===== src/rtl/execution_stage_pkg.sv =====
`default_nettype none
// ============================================================================
// Module      : execution_stage_pkg
// Description : ALU operation codes, load/store type encodings and the EX/MEM
//               pipeline register bundle shared by the execution stage.
// Revision    : 1.0 - initial release
// ============================================================================
package execution_stage_pkg;

  localparam logic HIGH = 1'b1;
  localparam logic LOW  = 1'b0;

  // ALU operation codes
  localparam logic [4:0] ALU_NOP  = 5'd0;
  localparam logic [4:0] ALU_ADD  = 5'd1;
  localparam logic [4:0] ALU_SUB  = 5'd2;
  localparam logic [4:0] ALU_SLL  = 5'd3;
  localparam logic [4:0] ALU_SLT  = 5'd4;
  localparam logic [4:0] ALU_SLTU = 5'd5;
  localparam logic [4:0] ALU_XOR  = 5'd6;
  localparam logic [4:0] ALU_SRL  = 5'd7;
  localparam logic [4:0] ALU_SRA  = 5'd8;
  localparam logic [4:0] ALU_OR   = 5'd9;
  localparam logic [4:0] ALU_AND  = 5'd10;
  localparam logic [4:0] ALU_LUI  = 5'd11;
  localparam logic [4:0] ALU_BEQ  = 5'd12;
  localparam logic [4:0] ALU_BNE  = 5'd13;
  localparam logic [4:0] ALU_BLT  = 5'd14;
  localparam logic [4:0] ALU_BGE  = 5'd15;
  localparam logic [4:0] ALU_BLTU = 5'd16;
  localparam logic [4:0] ALU_BGEU = 5'd17;
  localparam logic [4:0] ALU_JAL  = 5'd18;
  localparam logic [4:0] ALU_JALR = 5'd19;

  // Load types (0 means the instruction is not a load)
  localparam logic [2:0] LOAD_NONE = 3'd0;
  localparam logic [2:0] LOAD_LB   = 3'd1;
  localparam logic [2:0] LOAD_LH   = 3'd2;
  localparam logic [2:0] LOAD_LW   = 3'd3;
  localparam logic [2:0] LOAD_LBU  = 3'd4;
  localparam logic [2:0] LOAD_LHU  = 3'd5;

  // Store types (0 means the instruction is not a store)
  localparam logic [1:0] STORE_NONE = 2'd0;
  localparam logic [1:0] STORE_SB   = 2'd1;
  localparam logic [1:0] STORE_SH   = 2'd2;
  localparam logic [1:0] STORE_SW   = 2'd3;

  // Contents of the EX/MEM pipeline register
  typedef struct packed {
    logic [31:0] alu_result;
    logic [4:0]  rd_address;
    logic [2:0]  load_type;
    logic [1:0]  store_type;
    logic [31:0] store_data;
    logic        wb_mux_select;
    logic        rd_write_enable;
  } ex_mem_t;

endpackage
`default_nettype wire


===== src/rtl/execution_stage_forwarding_unit.sv =====
`default_nettype none
// ============================================================================
// Module      : forwarding_unit
// Description : Selects one source operand from EX/MEM, WB or the register
//               file. Register x0 always reads as zero; EX/MEM wins over WB.
//               A load sitting in EX/MEM has no data yet, so it never forwards.
// Revision    : 1.0 - initial release
// ============================================================================
module forwarding_unit
  import execution_stage_pkg::*;
(
  input  logic [4:0]  i_rs_address,
  input  logic [31:0] i_rf_data,
  input  logic        i_exmem_write_enable,
  input  logic [4:0]  i_exmem_rd_address,
  input  logic        i_exmem_is_load,
  input  logic [31:0] i_exmem_result,
  input  logic        i_wb_write_enable,
  input  logic [4:0]  i_wb_rd_address,
  input  logic [31:0] i_wb_rd_data,
  output logic [31:0] o_operand
);

  // Priority select: x0, then the younger EX/MEM result, then WB, then regfile
  always_comb begin
    o_operand = i_rf_data;
    if (i_rs_address == 5'd0) begin
      o_operand = '0;
    end else if ((i_exmem_write_enable == HIGH) && (i_exmem_rd_address == i_rs_address)
                 && (i_exmem_is_load == LOW)) begin
      o_operand = i_exmem_result;
    end else if ((i_wb_write_enable == HIGH) && (i_wb_rd_address == i_rs_address)) begin
      o_operand = i_wb_rd_data;
    end
  end

endmodule
`default_nettype wire


===== src/rtl/execution_stage.sv =====
`default_nettype none
// ============================================================================
// Module      : execution_stage
// Description : Pipeline EX stage. Forwards operands, executes the ALU
//               operation, resolves branches/jumps, detects load-use hazards
//               and registers the results into EX/MEM.
// Revision    : 1.0 - initial release
// ============================================================================
module execution_stage
  import execution_stage_pkg::*;
(
  input  logic        CLK,
  input  logic        RST,
  input  logic        STALL_EXECUTION_STAGE,
  input  logic        CLEAR_EXECUTION_STAGE,
  input  logic [31:0] PC_IN,
  input  logic [4:0]  RS1_ADDRESS,
  input  logic [4:0]  RS2_ADDRESS,
  input  logic [4:0]  RD_ADDRESS_IN,
  input  logic [31:0] RS1_DATA,
  input  logic [31:0] RS2_DATA,
  input  logic [31:0] IMM_INPUT,
  input  logic [4:0]  SHIFT_AMOUNT,
  input  logic [4:0]  ALU_INSTRUCTION,
  input  logic        ALU_INPUT_1_SELECT,
  input  logic        ALU_INPUT_2_SELECT,
  input  logic [2:0]  DATA_CACHE_LOAD_IN,
  input  logic [1:0]  DATA_CACHE_STORE_IN,
  input  logic        WRITE_BACK_MUX_SELECT_IN,
  input  logic        RD_WRITE_ENABLE_IN,
  input  logic [4:0]  WB_RD_ADDRESS,
  input  logic [31:0] WB_RD_DATA,
  input  logic        WB_RD_WRITE_ENABLE,
  output logic        BRANCH_TAKEN,
  output logic [31:0] BRANCH_TARGET,
  output logic        LOAD_USE_STALL,
  output logic [31:0] ALU_RESULT,
  output logic [4:0]  RD_ADDRESS_OUT,
  output logic [2:0]  DATA_CACHE_LOAD_OUT,
  output logic [1:0]  DATA_CACHE_STORE_OUT,
  output logic [31:0] DATA_CACHE_STORE_DATA,
  output logic        WRITE_BACK_MUX_SELECT_OUT,
  output logic        RD_WRITE_ENABLE_OUT
);

  ex_mem_t     ex_mem_q;
  ex_mem_t     ex_mem_d;

  logic        w_exmem_is_load;
  logic [31:0] w_rs1_fwd;
  logic [31:0] w_rs2_fwd;
  logic [31:0] w_op_a;
  logic [31:0] w_op_b;
  logic [4:0]  w_shamt;
  logic [31:0] w_alu_result;
  logic        w_branch_cond;
  logic [31:0] w_branch_target;
  logic        w_load_use_stall;

  assign w_exmem_is_load = (ex_mem_q.load_type != LOAD_NONE);

  forwarding_unit u_fwd_rs1 (
    .i_rs_address         (RS1_ADDRESS),
    .i_rf_data            (RS1_DATA),
    .i_exmem_write_enable (ex_mem_q.rd_write_enable),
    .i_exmem_rd_address   (ex_mem_q.rd_address),
    .i_exmem_is_load      (w_exmem_is_load),
    .i_exmem_result       (ex_mem_q.alu_result),
    .i_wb_write_enable    (WB_RD_WRITE_ENABLE),
    .i_wb_rd_address      (WB_RD_ADDRESS),
    .i_wb_rd_data         (WB_RD_DATA),
    .o_operand            (w_rs1_fwd)
  );

  forwarding_unit u_fwd_rs2 (
    .i_rs_address         (RS2_ADDRESS),
    .i_rf_data            (RS2_DATA),
    .i_exmem_write_enable (ex_mem_q.rd_write_enable),
    .i_exmem_rd_address   (ex_mem_q.rd_address),
    .i_exmem_is_load      (w_exmem_is_load),
    .i_exmem_result       (ex_mem_q.alu_result),
    .i_wb_write_enable    (WB_RD_WRITE_ENABLE),
    .i_wb_rd_address      (WB_RD_ADDRESS),
    .i_wb_rd_data         (WB_RD_DATA),
    .o_operand            (w_rs2_fwd)
  );

  // A load in EX/MEM whose destination is read here cannot be forwarded yet.
  // Both sources are checked even if the instruction ignores rs2.
  assign w_load_use_stall = w_exmem_is_load && (ex_mem_q.rd_write_enable == HIGH)
                            && (ex_mem_q.rd_address != 5'd0)
                            && ((ex_mem_q.rd_address == RS1_ADDRESS)
                                || (ex_mem_q.rd_address == RS2_ADDRESS));

  // Operand and shift-count selection
  assign w_op_a  = ALU_INPUT_1_SELECT ? PC_IN : w_rs1_fwd;
  assign w_op_b  = ALU_INPUT_2_SELECT ? IMM_INPUT : w_rs2_fwd;
  assign w_shamt = ALU_INPUT_2_SELECT ? SHIFT_AMOUNT : w_op_b[4:0];

  // ALU datapath and branch/jump resolution
  always_comb begin
    w_alu_result    = '0;
    w_branch_cond   = LOW;
    w_branch_target = PC_IN + IMM_INPUT;
    case (ALU_INSTRUCTION)
      ALU_ADD:  w_alu_result = w_op_a + w_op_b;
      ALU_SUB:  w_alu_result = w_op_a - w_op_b;
      ALU_SLL:  w_alu_result = w_op_a << w_shamt;
      ALU_SLT:  w_alu_result = {31'd0, ($signed(w_op_a) < $signed(w_op_b))};
      ALU_SLTU: w_alu_result = {31'd0, (w_op_a < w_op_b)};
      ALU_XOR:  w_alu_result = w_op_a ^ w_op_b;
      ALU_SRL:  w_alu_result = w_op_a >> w_shamt;
      ALU_SRA:  w_alu_result = $unsigned($signed(w_op_a) >>> w_shamt);
      ALU_OR:   w_alu_result = w_op_a | w_op_b;
      ALU_AND:  w_alu_result = w_op_a & w_op_b;
      ALU_LUI:  w_alu_result = IMM_INPUT;
      ALU_BEQ:  w_branch_cond = (w_rs1_fwd == w_rs2_fwd);
      ALU_BNE:  w_branch_cond = (w_rs1_fwd != w_rs2_fwd);
      ALU_BLT:  w_branch_cond = ($signed(w_rs1_fwd) < $signed(w_rs2_fwd));
      ALU_BGE:  w_branch_cond = ($signed(w_rs1_fwd) >= $signed(w_rs2_fwd));
      ALU_BLTU: w_branch_cond = (w_rs1_fwd < w_rs2_fwd);
      ALU_BGEU: w_branch_cond = (w_rs1_fwd >= w_rs2_fwd);
      ALU_JAL: begin
        w_branch_cond = HIGH;
        w_alu_result  = PC_IN + 32'd4;
      end
      ALU_JALR: begin
        w_branch_cond   = HIGH;
        w_branch_target = (w_rs1_fwd + IMM_INPUT) & 32'hFFFF_FFFE;
        w_alu_result    = PC_IN + 32'd4;
      end
      default: ;
    endcase
  end

  // A redirect only fires in the cycle the instruction actually advances
  assign BRANCH_TAKEN   = w_branch_cond && !STALL_EXECUTION_STAGE && !w_load_use_stall && !RST;
  assign BRANCH_TARGET  = w_branch_target;
  assign LOAD_USE_STALL = w_load_use_stall;

  // EX/MEM next value: clear > hold > bubble > capture
  always_comb begin
    ex_mem_d = ex_mem_q;
    if (CLEAR_EXECUTION_STAGE) begin
      ex_mem_d = '0;
    end else if (STALL_EXECUTION_STAGE) begin
      ex_mem_d = ex_mem_q;
    end else if (w_load_use_stall) begin
      ex_mem_d = '0;
    end else begin
      ex_mem_d.alu_result      = w_alu_result;
      ex_mem_d.rd_address      = RD_ADDRESS_IN;
      ex_mem_d.load_type       = DATA_CACHE_LOAD_IN;
      ex_mem_d.store_type      = DATA_CACHE_STORE_IN;
      ex_mem_d.store_data      = w_rs2_fwd;
      ex_mem_d.wb_mux_select   = WRITE_BACK_MUX_SELECT_IN;
      ex_mem_d.rd_write_enable = RD_WRITE_ENABLE_IN;
    end
  end

  // EX/MEM register with synchronous reset
  always_ff @(posedge CLK) begin
    if (RST) begin
      ex_mem_q <= '0;
    end else begin
      ex_mem_q <= ex_mem_d;
    end
  end

  assign ALU_RESULT                = ex_mem_q.alu_result;
  assign RD_ADDRESS_OUT            = ex_mem_q.rd_address;
  assign DATA_CACHE_LOAD_OUT       = ex_mem_q.load_type;
  assign DATA_CACHE_STORE_OUT      = ex_mem_q.store_type;
  assign DATA_CACHE_STORE_DATA     = ex_mem_q.store_data;
  assign WRITE_BACK_MUX_SELECT_OUT = ex_mem_q.wb_mux_select;
  assign RD_WRITE_ENABLE_OUT       = ex_mem_q.rd_write_enable;

endmodule
`default_nettype wire


===== config.mk =====
export PLATFORM = sky130hd
export DESIGN_NAME = execution_stage
export DESIGN_NICKNAME = d
export VERILOG_FILES = /design/src/rtl/execution_stage_pkg.sv /design/src/rtl/execution_stage_forwarding_unit.sv /design/src/rtl/execution_stage.sv
export SDC_FILE = /design/constraint.sdc
export NUM_CORES = 1
export LEC_CHECK = 0
export CAP_MARGIN = 40
export CORE_ASPECT_RATIO = 0.7
export CORE_MARGIN = 2
export CORE_UTILIZATION = 40
export DETAILED_ROUTE_END_ITERATION = 8
export HOLD_SLACK_MARGIN = 0.02
export PLACE_DENSITY_LB_ADDON = 0.25
export SETUP_SLACK_MARGIN = 0.3
export SYNTH_ARGS = -nofsm -noshare
export SYNTH_HDL_FRONTEND = slang
export SYNTH_SLANG_ARGS = --single-unit

===== constraint.sdc =====
create_clock -name CLK -period 13.3 [get_ports CLK]
set_input_delay 2.66 -clock CLK [delete_from_list [all_inputs] [get_ports CLK]]
set_output_delay 2.66 -clock CLK [all_outputs]
set_load 0.05 [all_outputs]

# Word level (Yosys, flattened, before mapping)
# Cells that the tools add are included.
# op_classes
reduce_logical	22
muxes	13
eq_ne	25
addsub	5
magnitude_cmp	6
shifts	3
bitwise_logic	4
# op_table
operator	count
case mux 32 bit (12 select lines)	1
two-way mux 32 bit	9
< comparator 32 bit	4
adder 32 bit	3
two-way mux 76 bit	1
greater-or-equal comparator 32 bit	2
equality test 5 x 4 -> 1 bit, second input constant	8
adder 32 x 3 -> 32 bit, second input constant	1
bitwise AND 32 bit	1
equality test 32 bit	1
inequality test 32 bit	1
OR 32 bit	1
<< shifter 32 x 5 -> 32 bit	1
>> shifter 32 x 5 -> 32 bit	1
>>> shifter 32 x 5 -> 32 bit	1
subtractor 32 bit	1
XOR 32 bit	1
equality test 5 x 3 -> 1 bit, second input constant	4
equality test 5 bit	4
equality test 5 bit, second input constant	4
logical AND 1 bit	12
equality test 5 x 2 -> 1 bit, second input constant	2
logical NOT 5 bit	2
case mux 1 bit (7 select lines)	1
other kinds (8)	11
# word_totals
output_inout_bits	110
elab_cells	85
register_bits	76
input_bits	204

# Logic depth before layout (Yosys ltp)
# Gate-level depths: netlist (run 1).
# logic_depth
word_depth	10
depth_mapped	23
mapped_depth_nobuf	21

# Modules after synthesis
# Synthesis (run 1) repeated with hierarchy kept, for this count alone.
# unflattened
hier_cells	2982
hier_area_um2	20138.1
# by_module_without_submodules
module	cells_each	n_inst	seq_area_each_um2	area_per_inst_um2
execution_stage	2630	1	1521.5	17595.6
forwarding_unit	176	2	0.0	1271.2

# Worst setup path after synthesis (run 1)
# No wires, ideal clock.
# synth_timing
kind	input port to output port
startpoint	input port WB_RD_ADDRESS[4]
endpoint	output port BRANCH_TAKEN
setup_slack_ns	1.700
n_path_buf	1
arrival_ns	8.940
required_ns	10.640
path_stages	17
cell_sequence	xnor2_1 -> nand4_1 -> nor2_1 -> clkbuf_1 -> mux2i_1 -> nand2_1 -> o211ai_1 -> ha_1 -> nand4_1 -> nor4_1 -> nand2_1 -> or3_1 -> or4_1 -> nand3_1 -> mux2i_1 -> o31a_1 -> a2111oi_0
# synth_between
elab_chain_len	10
word_cells_on_any_way	20
cone_classes	order compare: 4; eq/ne: 4; mux: 7; reduce/logical: 5
# synth_rtl
element	line	source
from (decl)	execution_stage.sv:31	input logic [4:0] WB_RD_ADDRESS,
equality test 5 bit	execution_stage_forwarding_unit.sv:32	end else if ((i_wb_write_enable == HIGH) && (i_wb_rd_address == i_rs_address)) begin
logical AND 1 bit	execution_stage_forwarding_unit.sv:32	
two-way mux 32 bit	execution_stage_forwarding_unit.sv:32	
two-way mux 32 bit	execution_stage_forwarding_unit.sv:29	end else if ((i_exmem_write_enable == HIGH) && (i_exmem_rd_address == i_rs_address)
two-way mux 32 bit	execution_stage_forwarding_unit.sv:27	if (i_rs_address == 5'd0) begin
greater-or-equal comparator 32 bit, or another cell as far along	execution_stage.sv:122	ALU_BGEU: w_branch_cond = (w_rs1_fwd >= w_rs2_fwd);
case mux 1 bit (7 select lines) *	execution_stage.sv:105	case (ALU_INSTRUCTION)
logical AND 1 bit * (3 in series)	execution_stage.sv:137	assign BRANCH_TAKEN = w_branch_cond && !STALL_EXECUTION_STAGE && !w_load_use_stall && !RST;
to (decl)	execution_stage.sv:34	output logic BRANCH_TAKEN,
# Every way passes the cells marked *; elsewhere a longest branch is shown, timed or not.

# Worst setup path in the final report (run 1)
# layout_timing
startpoint	input port RS1_ADDRESS[4]
endpoint	output port BRANCH_TARGET[31]
# layout_between
elab_chain_len	7
word_cells_on_any_way	11
cone_classes	add/sub: 1; eq/ne: 2; mux: 4; reduce/logical: 4
# layout_rtl
element	line	source
from (decl)	execution_stage.sv:17	input logic [4:0] RS1_ADDRESS,
equality test 5 bit (on tied branches)	execution_stage_forwarding_unit.sv:32, execution_stage_forwarding_unit.sv:29	
logical AND 1 bit (on tied branches)	execution_stage_forwarding_unit.sv:32, execution_stage_forwarding_unit.sv:29	
two-way mux 32 bit or logical AND 1 bit (tied branches)	execution_stage_forwarding_unit.sv:32, execution_stage_forwarding_unit.sv:30	
two-way mux 32 bit	execution_stage_forwarding_unit.sv:29	
two-way mux 32 bit *	execution_stage_forwarding_unit.sv:27	
adder 32 bit *	execution_stage.sv:129	w_branch_target = (w_rs1_fwd + IMM_INPUT) & 32'hFFFF_FFFE;
two-way mux 32 bit *	execution_stage.sv:105	
to (decl)	execution_stage.sv:35	output logic [31:0] BRANCH_TARGET,
# Marked as above.

==> summary.md, run 1 <==
| Metric | Value |
|---|---|
| Status | `finished clean` |
| Width of the chip | `262 um` |
| Tot GR Track Use | `42.8%` |
| Total CTS buffers | `9` |
| Vias in the first global route | `22400` |
| Pwr Density | `roughly 76 nW/um^2` |
| CP Class | `in2out` |
| Synthesized flop and latch total | `76` |
| Max Clock Freq | `around 84 MHz` |
| Root Buffer | `clkbuf_16` |
| First-pass GRT wire length | `153 mm` |
| Hold Fails Final Rpt | `0` |
| Final Setup Violations | `0` |
| Vias per cell | `6.78` |
| Final worst-path cycle share | `between 80% and 90%` |
| RSZ-0062 raised after global routing | `no` |
| Worst slack, placed | `1.58 ns` |
| Cell variety after synth | `93` |
| Slowest cell on the critical path | `clkdlybuf4s50_1` |
| Diode count | `0` |
| Final ANT Viol Nets | `0` |
| Post_cts resized | `0` |
| Syn Std Cell Area | `18600 um^2` |
| PnR Total Power | `1710 uW` |
| CTS tree | `done` |
| Setup_tns | `0 ns` |
| Post-DP HPWL | `84.8 mm` |
| Overall routed net length | `106 mm` |
| # IOs | `roughly 310` |
| Data required, critical path | `10.64 ns` |
| WL per Instance | `29.7 um` |
| Die area | `48200 um^2` |
| Clock buffer depth | `2` |
| Post-synth top flop | `dfxtp_1` |
| Largest net degree at the start of global routing | `76` |
| Core area | `approximately 46000 um^2` |
| Worst-path clk slew | `0.07 ns` |
| Crit path DAT | `9.29 ns` |
| Hold Path Class | `reg2reg` |
| Peak supply drop | `0.0677 mV` |
| Least-Margin Pin Slew | `1.01 ns` |
| Slew HR | `32.2%` |
| Cell Chain, Critical Path | `clkdlybuf4s50_1 -> xnor2_1 -> nand3_1 -> or3_1 -> and3_1 -> ha_1 -> a21o_1 -> a21o_1 -> a221o_1 -> a32oi_1 -> o21ai_1 -> a21oi_1 -> buf_4 -> a21oi_1 -> o41ai_1 -> mux2_2 -> a31o_2 -> o21ai_1 -> xor2_1 -> clkdlybuf4s50_1` |
| Worst R2R Setup Slack | `between 6 and 7 ns` |
| Finished Layout Cells | `3581` |
| Ys Warns | `0` |
| Lkg Pwr | `a little over 0.009 uW` |
| Fin Clk Skew | `0.0205 ns` |
| Area grow syn2layout | `21.0%` |
| Final GP Congestion | `1.04` |
| Starting density of the core | `40.3%` |
| Post-synth EDFFs | `0` |
| Grt total ovfl | `0` |
| # DRC | `0` |
| Cell Rows | `66` |
| Clk_lat worst skew | `0.41 ns` |
| Count of buffers from port buffering | `313` |
| Area of the multi-input gates | `16000 um^2` |
| Mapped Avg Cell Area | `6.73 um^2` |
| Final core area utilization | `48.7%` |
| Fin crit period | `11.95 ns` |
| Vias | `24300` |
| Sequential cell area | `around 1500 um^2` |
| Syn Nets | `between 3000 and 4000` |
| Share of cells above drive strength 1 | `4.68%` |
| Worst setup SP type | `primary input` |
| Post-CTS setup buffer count | `0` |
| Post-synthesis async set-or-reset flop share | `0%` |
| DP Cell Count | `between 3000 and 4000` |
| Max incr delay on CP | `about 0.84 ns` |
| Post-synthesis sequential area ratio | `roughly 8.2%` |
| TritonCTS Sinks | `76` |
| H-Tree Depth | `3` |
| Initial antenna violation count | `2` |
| First-pass iteration count of the detailed router | `6` |
| NumNets Final | `3364` |
| Number of DRC markers in iteration 0 | `around 3800` |
| MaxCap Viol Count | `0` |
| Hold buffers post-CTS | `0` |
| Critical Path Fanout Max | `19` |
| FILL cells | `4698` |
| CP Capture Type | `output port` |
| Setup WS post-layout | `1.35 ns` |
| Die height | `184 um` |
| Final count of pins violating max slew | `0` |
| Cells after Synth | `2763` |
area by class of cell:
cell class | instances | area share (%)
repair buffers | 370 | 15.7
multi-input cells | 2395 | 70.9
well taps | 612 | 3.40
clock buffers | 9 | 1.00
inverters | 112 | 1.87
clock inverters | 7 | 0.295
flip-flops and latches | 76 | 6.76
power breakdown:
group	internal (uW)	switching [uW]	total [uW]
Combinational	408	777	1190
Sequential	234	8.63	242
Clock	132	148	281
Total	774	934	1710
cells in the mapped netlist (all sizes together) (7+ instances only):
library cell  number  area share, %
o21ai            240            6.5
or2                8           0.27
and3              58            2.0
o221ai            19           0.90
or4                7           0.28
nand3            142            3.9
a22oi             11           0.47
o21a              18           0.73
buf               42            1.3
ha               192             13
a211oi            35            1.4
a221oi            50            2.5
a2111oi            9           0.46
clkbuf           138            2.8
mux2i            140            7.6
nand2            331            6.7
o21bai            30            1.2
nand2b            29           0.98
o211ai            57            2.3
a21o              60            2.4
a32oi             10           0.47
o2111ai           17           0.80
o22ai             30            1.0
a31oi             25           0.87
inv              109            2.2
nand4             29           0.98
and2              14           0.47
o31ai             11           0.44
mux2               9           0.59
a221o             20            1.1
dfxtp             76            8.2
a32o              33            1.8
nor2             251            5.1
nor3              50            1.4
a22o              10           0.47
a21oi            211            5.7
or3               44            1.5
nor2b             23           0.77
xor2              38            1.8
xnor2             66            3.1
final timing paths:
kind / startpoint / endpoint / depth (start not counted)
worst min register to register: DATA_CACHE_STORE_DATA[11] / DATA_CACHE_STORE_DATA[11] / 2
worst min-delay path: DATA_CACHE_STORE_DATA[11] / DATA_CACHE_STORE_DATA[11] / 2
worst max-delay path: RS1_ADDRESS[4] / BRANCH_TARGET[31] / 20
worst max register to register: RD_ADDRESS_OUT[1] / ALU_RESULT[23] / 17
cell usage in the layout (no fill, tap or decap), types with 57 or more instances in the layout:
cell type	count
nand2_1	331
clkdlybuf4s50_1	311
nor2_1	245
o21ai_0	228
a21oi_1	210
ha_1	192
nand3_1	138
mux2i_1	137
inv_1	101
dfxtp_1	76
xnor2_1	66
a21o_1	60
and3_1	58
o211ai_1	57
metal layers:
layer | vias to the layer above | share of wire, % | wire [um] | track usage (%)
met5 | - | 0.0085 | 9 | 0
met4 | 2 | 5.5 | 5870 | 20.2
met3 | 329 | 12 | 12800 | 11.0
met2 | 1799 | 41 | 43500 | 63.3
met1 | 11500 | 42 | 44100 | 57.7
li1 | 10700 | - | - | -
cell families after synthesis:
kind of cell             count (synthesis)  synth area share (%)
XOR/XNOR                               104                  4.90
adder cells (fa/ha/maj)                196                  13.4
multiplexers                           149                  8.23
AND/OR/NAND/NOR                       1006                  25.3
AO/OA/AOI/OAI                          940                  33.7
buffers and inverters                  292                  6.35
flip-flops                              76                  8.18
sequential cells by signal, indices dropped and copies added, names as in the netlist:
signal and cells:
DATA_CACHE_STORE_DATA 32, DATA_CACHE_LOAD_OUT 3, ALU_RESULT 32, WRITE_BACK_MUX_SELECT_OUT 1, DATA_CACHE_STORE_OUT 2, RD_WRITE_ENABLE_OUT 1, RD_ADDRESS_OUT 5
worst max-delay path, delay by kind of cell:
kind | cells | cell delay, ns
AOI/OAI and AO/OA | 10 | 2.27
muxes | 1 | 0.41
adders and majority gates | 1 | 0.36
buffers and inverters | 3 | 1.61
xor gates and xnor gates | 2 | 0.35
and+or+nand+nor | 3 | 1.58
through the flow:
stage               area [um^2]  hold WS (ns)
floorplan                 18600         0.690
global placement          22200         0.468
detailed placement        22200         0.480
CTS                       22500         0.499
global route              22500         0.519
finish                    22500         0.494
(Power assumes the default switching activity.)
==> run 2: changes to the inputs <==
--- a/config.mk
+++ b/config.mk
@@ -7,7 +7,6 @@
 export LEC_CHECK = 0
 export CAP_MARGIN = 40
 export CORE_ASPECT_RATIO = 0.7
-export CORE_MARGIN = 2
 export CORE_UTILIZATION = 40
 export DETAILED_ROUTE_END_ITERATION = 8
 export HOLD_SLACK_MARGIN = 0.02
==> run 2 against run 1 <==
Against the previous run:
- global-route usage is 2.0 points higher
- critical path depth is 1 lower
- highest routed layer unchanged
- largest power group unchanged
- largest cell class unchanged
- setup slack better by 0.0029 ns
- die area is 1.8% lower
- via count is 0.50% higher
- total power is 2.6% higher
==> summary.md, run 2 (same netlist as run 1, synthesis figures left out) <==
| Metric | Value |
|---|---|
| Fin Clk Skew | `0.0229 ns (+0.00242 ns)` |
| WL per Instance | `30.6 um (+3.2%)` |
| Worst R2R Setup Slack | `5.64 ns (-0.48 ns)` |
| Post-CTS setup buffer count | `0 (unchanged)` |
| CP Class | `in2out` |
| Largest net degree at the start of global routing | `69 (-9.2%)` |
| Grt total ovfl | `0 (unchanged)` |
| First-pass GRT wire length | `156 mm (+2.5%)` |
| Vias in the first global route | `22500 (+0.49%)` |
| Number of DRC markers in iteration 0 | `3538 (-7.1%)` |
| H-Tree Depth | `3 (unchanged)` |
| Critical Path Fanout Max | `14 (-5)` |
| Seq pwr share | `13.8% (-0.4 points)` |
| Crit path DAT | `9.28 ns (about the same)` |
| Hold buffers post-CTS | `0 (unchanged)` |
| Pwr Density | `77.6 nW/um^2 (+2.2%)` |
| Max Clock Freq | `83.7 MHz (about the same)` |
| Commonest non-fill, non-tap cell in the layout | `nand2_1` |
| Initial antenna violation count | `3 (+1)` |
| Core area | `45500 um^2 (-1.5%)` |
| CTS tree | `done` |
| Overall routed net length | `110 mm (+3.1%)` |
| Most frequent cells in the layout | `nand2_1 (331), clkdlybuf4s50_1 (311), nor2_1 (245)` |
| CP Capture Type | `output port` |
| Final worst-path cycle share | `89.8% (about the same)` |
| Fin crit period | `11.94 ns (-0.00290 ns)` |
| Clock group share of total power | `18.0% (+1.6 points)` |
| Cell Rows | `65 (-1.5%)` |
| Hold Crit Depth | `2 (unchanged)` |
| Worst-path clk slew | `0.07 ns (about the same)` |
| Post-DP HPWL | `87.2 mm (+2.8%)` |
| Root Buffer | `clkbuf_16` |
| PnR Total Power | `1750 uW (+2.6%)` |
| Final ANT Viol Nets | `0 (unchanged)` |
| Status | `finished clean` |
| Width of the chip | `260 um (-0.76%)` |
| Psw | `944 uW (+1.0%)` |
| Vias per cell | `6.82 (+0.59%)` |
| Die height | `182 um (-1.1%)` |
| TritonCTS Sinks | `76 (unchanged)` |
| Internal Power | `809 uW (+4.6%)` |
| R2R cell count | `19 (+2)` |
| Final count of pins violating max slew | `0 (unchanged)` |
| Clock buffer depth | `2 (unchanged)` |
| RSZ-0062 raised after global routing | `no` |
| Total CTS buffers | `9 (unchanged)` |
| Setup_tns | `0 ns (unchanged)` |
| Lkg Pwr | `0.00916 uW (+0.54%)` |
| Hold Path Class | `reg2reg` |
| Peak supply drop | `0.0718 mV (+6.2%)` |
| Area of the multi-input gates | `16000 um^2 (about the same)` |
| # DRC | `0 (unchanged)` |
| Post_cts resized | `0 (unchanged)` |
| MaxCap Viol Count | `0 (unchanged)` |
| Combinational share of power | `68.2% (-1.2 points)` |
| Worst setup SP type | `primary input` |
| Hold Fails Final Rpt | `0 (unchanged)` |
| FILL cells | `4604 (-2.0%)` |
| Slew HR | `32.1% (-0.087 points)` |
| Area grow syn2layout | `21.6%` |
| Count of buffers from port buffering | `313 (unchanged)` |
| Least-Margin Pin Slew | `1.01 ns (+0.00129 ns)` |
| Die area | `47400 um^2 (-1.8%)` |
| # IOs | `314 (unchanged)` |
| Starting density of the core | `40.9% (+0.62 points)` |
| Final Setup Violations | `0 (unchanged)` |
| NumNets Final | `3369 (+0.15%)` |
| Clk_lat worst skew | `0.41 ns (about the same)` |
| Data required, critical path | `10.64 ns (about the same)` |
| Final GP Congestion | `1.04 (+0.73%)` |
| Post-Route Hold Slack | `0.493 ns (-0.000951 ns)` |
| Share of cells above drive strength 1 | `4.88% (+0.19 points)` |
| Vias | `24400 (+0.50%)` |
| First-pass iteration count of the detailed router | `6 (unchanged)` |
| Sequential cell area | `1520 um^2 (unchanged)` |
| Tot GR Track Use | `44.8% (+2.0 points)` |
| Switching part of the total power | `53.8% (-0.85 points)` |
run 2: per-layer routing:
| layer | up-vias | track usage (%) | wire (um) |
|---|---|---|---|
| met5 | - | 0 | 27 |
| met4 | 4 | 21.2 | 5970 |
| li1 | 10700 | - | - |
| met2 | 1799 | 64.7 | 43900 |
| met3 | 334 | 12.8 | 13400 |
| met1 | 11600 | 60.7 | 46300 |
run 2: worst paths after layout:
kind	startpoint	endpoint
setup / recovery	RS1_ADDRESS[3]	BRANCH_TARGET[31]
setup reg to reg	DATA_CACHE_LOAD_OUT[2]	ALU_RESULT[0]
hold reg to reg	DATA_CACHE_STORE_DATA[31]	DATA_CACHE_STORE_DATA[31]
hold / removal	DATA_CACHE_STORE_DATA[31]	DATA_CACHE_STORE_DATA[31]
run 2: power groups by stage:
| stage | registers (uW) | logic, uW | clock network, uW |
|---|---|---|---|
| 5_1_grt | 243 | 1250 | 320 |
| 4_1_cts | 242 | 1150 | 313 |
| 6_report | 243 | 1200 | 315 |
| 3_3_place_gp | 247 | 1130 | 0 |
| 2_1_floorplan | 265 | 706 | 0 |
| 3_5_place_dp | 248 | 1140 | 0 |
run 2: layout make-up:
class | count | area share (%)
antenna | 1 | 0.0111
clock buffer | 9 | 0.997
clock inverter | 7 | 0.465
inverter | 112 | 1.86
multi-input combinational | 2395 | 70.6
sequential | 76 | 6.73
tap | 603 | 3.34
timing repair buffer | 375 | 16.0
run 2: critical path: stages:
cell and delay (ns):
clkdlybuf4s50_1 0.58, xnor2_1 0.17, nand3_1 0.63, or3_1 0.61, and3_1 0.21, ha_1 0.37, a21o_1 0.21, a21o_1 0.17
a221o_1 0.38, a32oi_1 0.17, o21ai_1 0.17, a21oi_1 0.45, a21oi_1 0.23, o41ai_1 0.53, mux2_2 0.39, a31o_2 0.20
o21ai_1 0.11, xor2_1 0.17, clkdlybuf4s50_1 0.83
run 2: metrics by stage:
step | instance area [um^2] | std cells | utilization [%] | worst slack (ns)
final | 22600 | 3578 | 49.7 | 1.36
after detailed placement | 22300 | 3561 | 49.0 | 1.62
after global placement | 22200 | 3553 | 48.8 | 1.53
after global routing | 22600 | 3577 | 49.7 | 1.20
after CTS | 22600 | 3577 | 49.7 | 1.59
after floorplan | 18600 | 2763 | - | 1.70
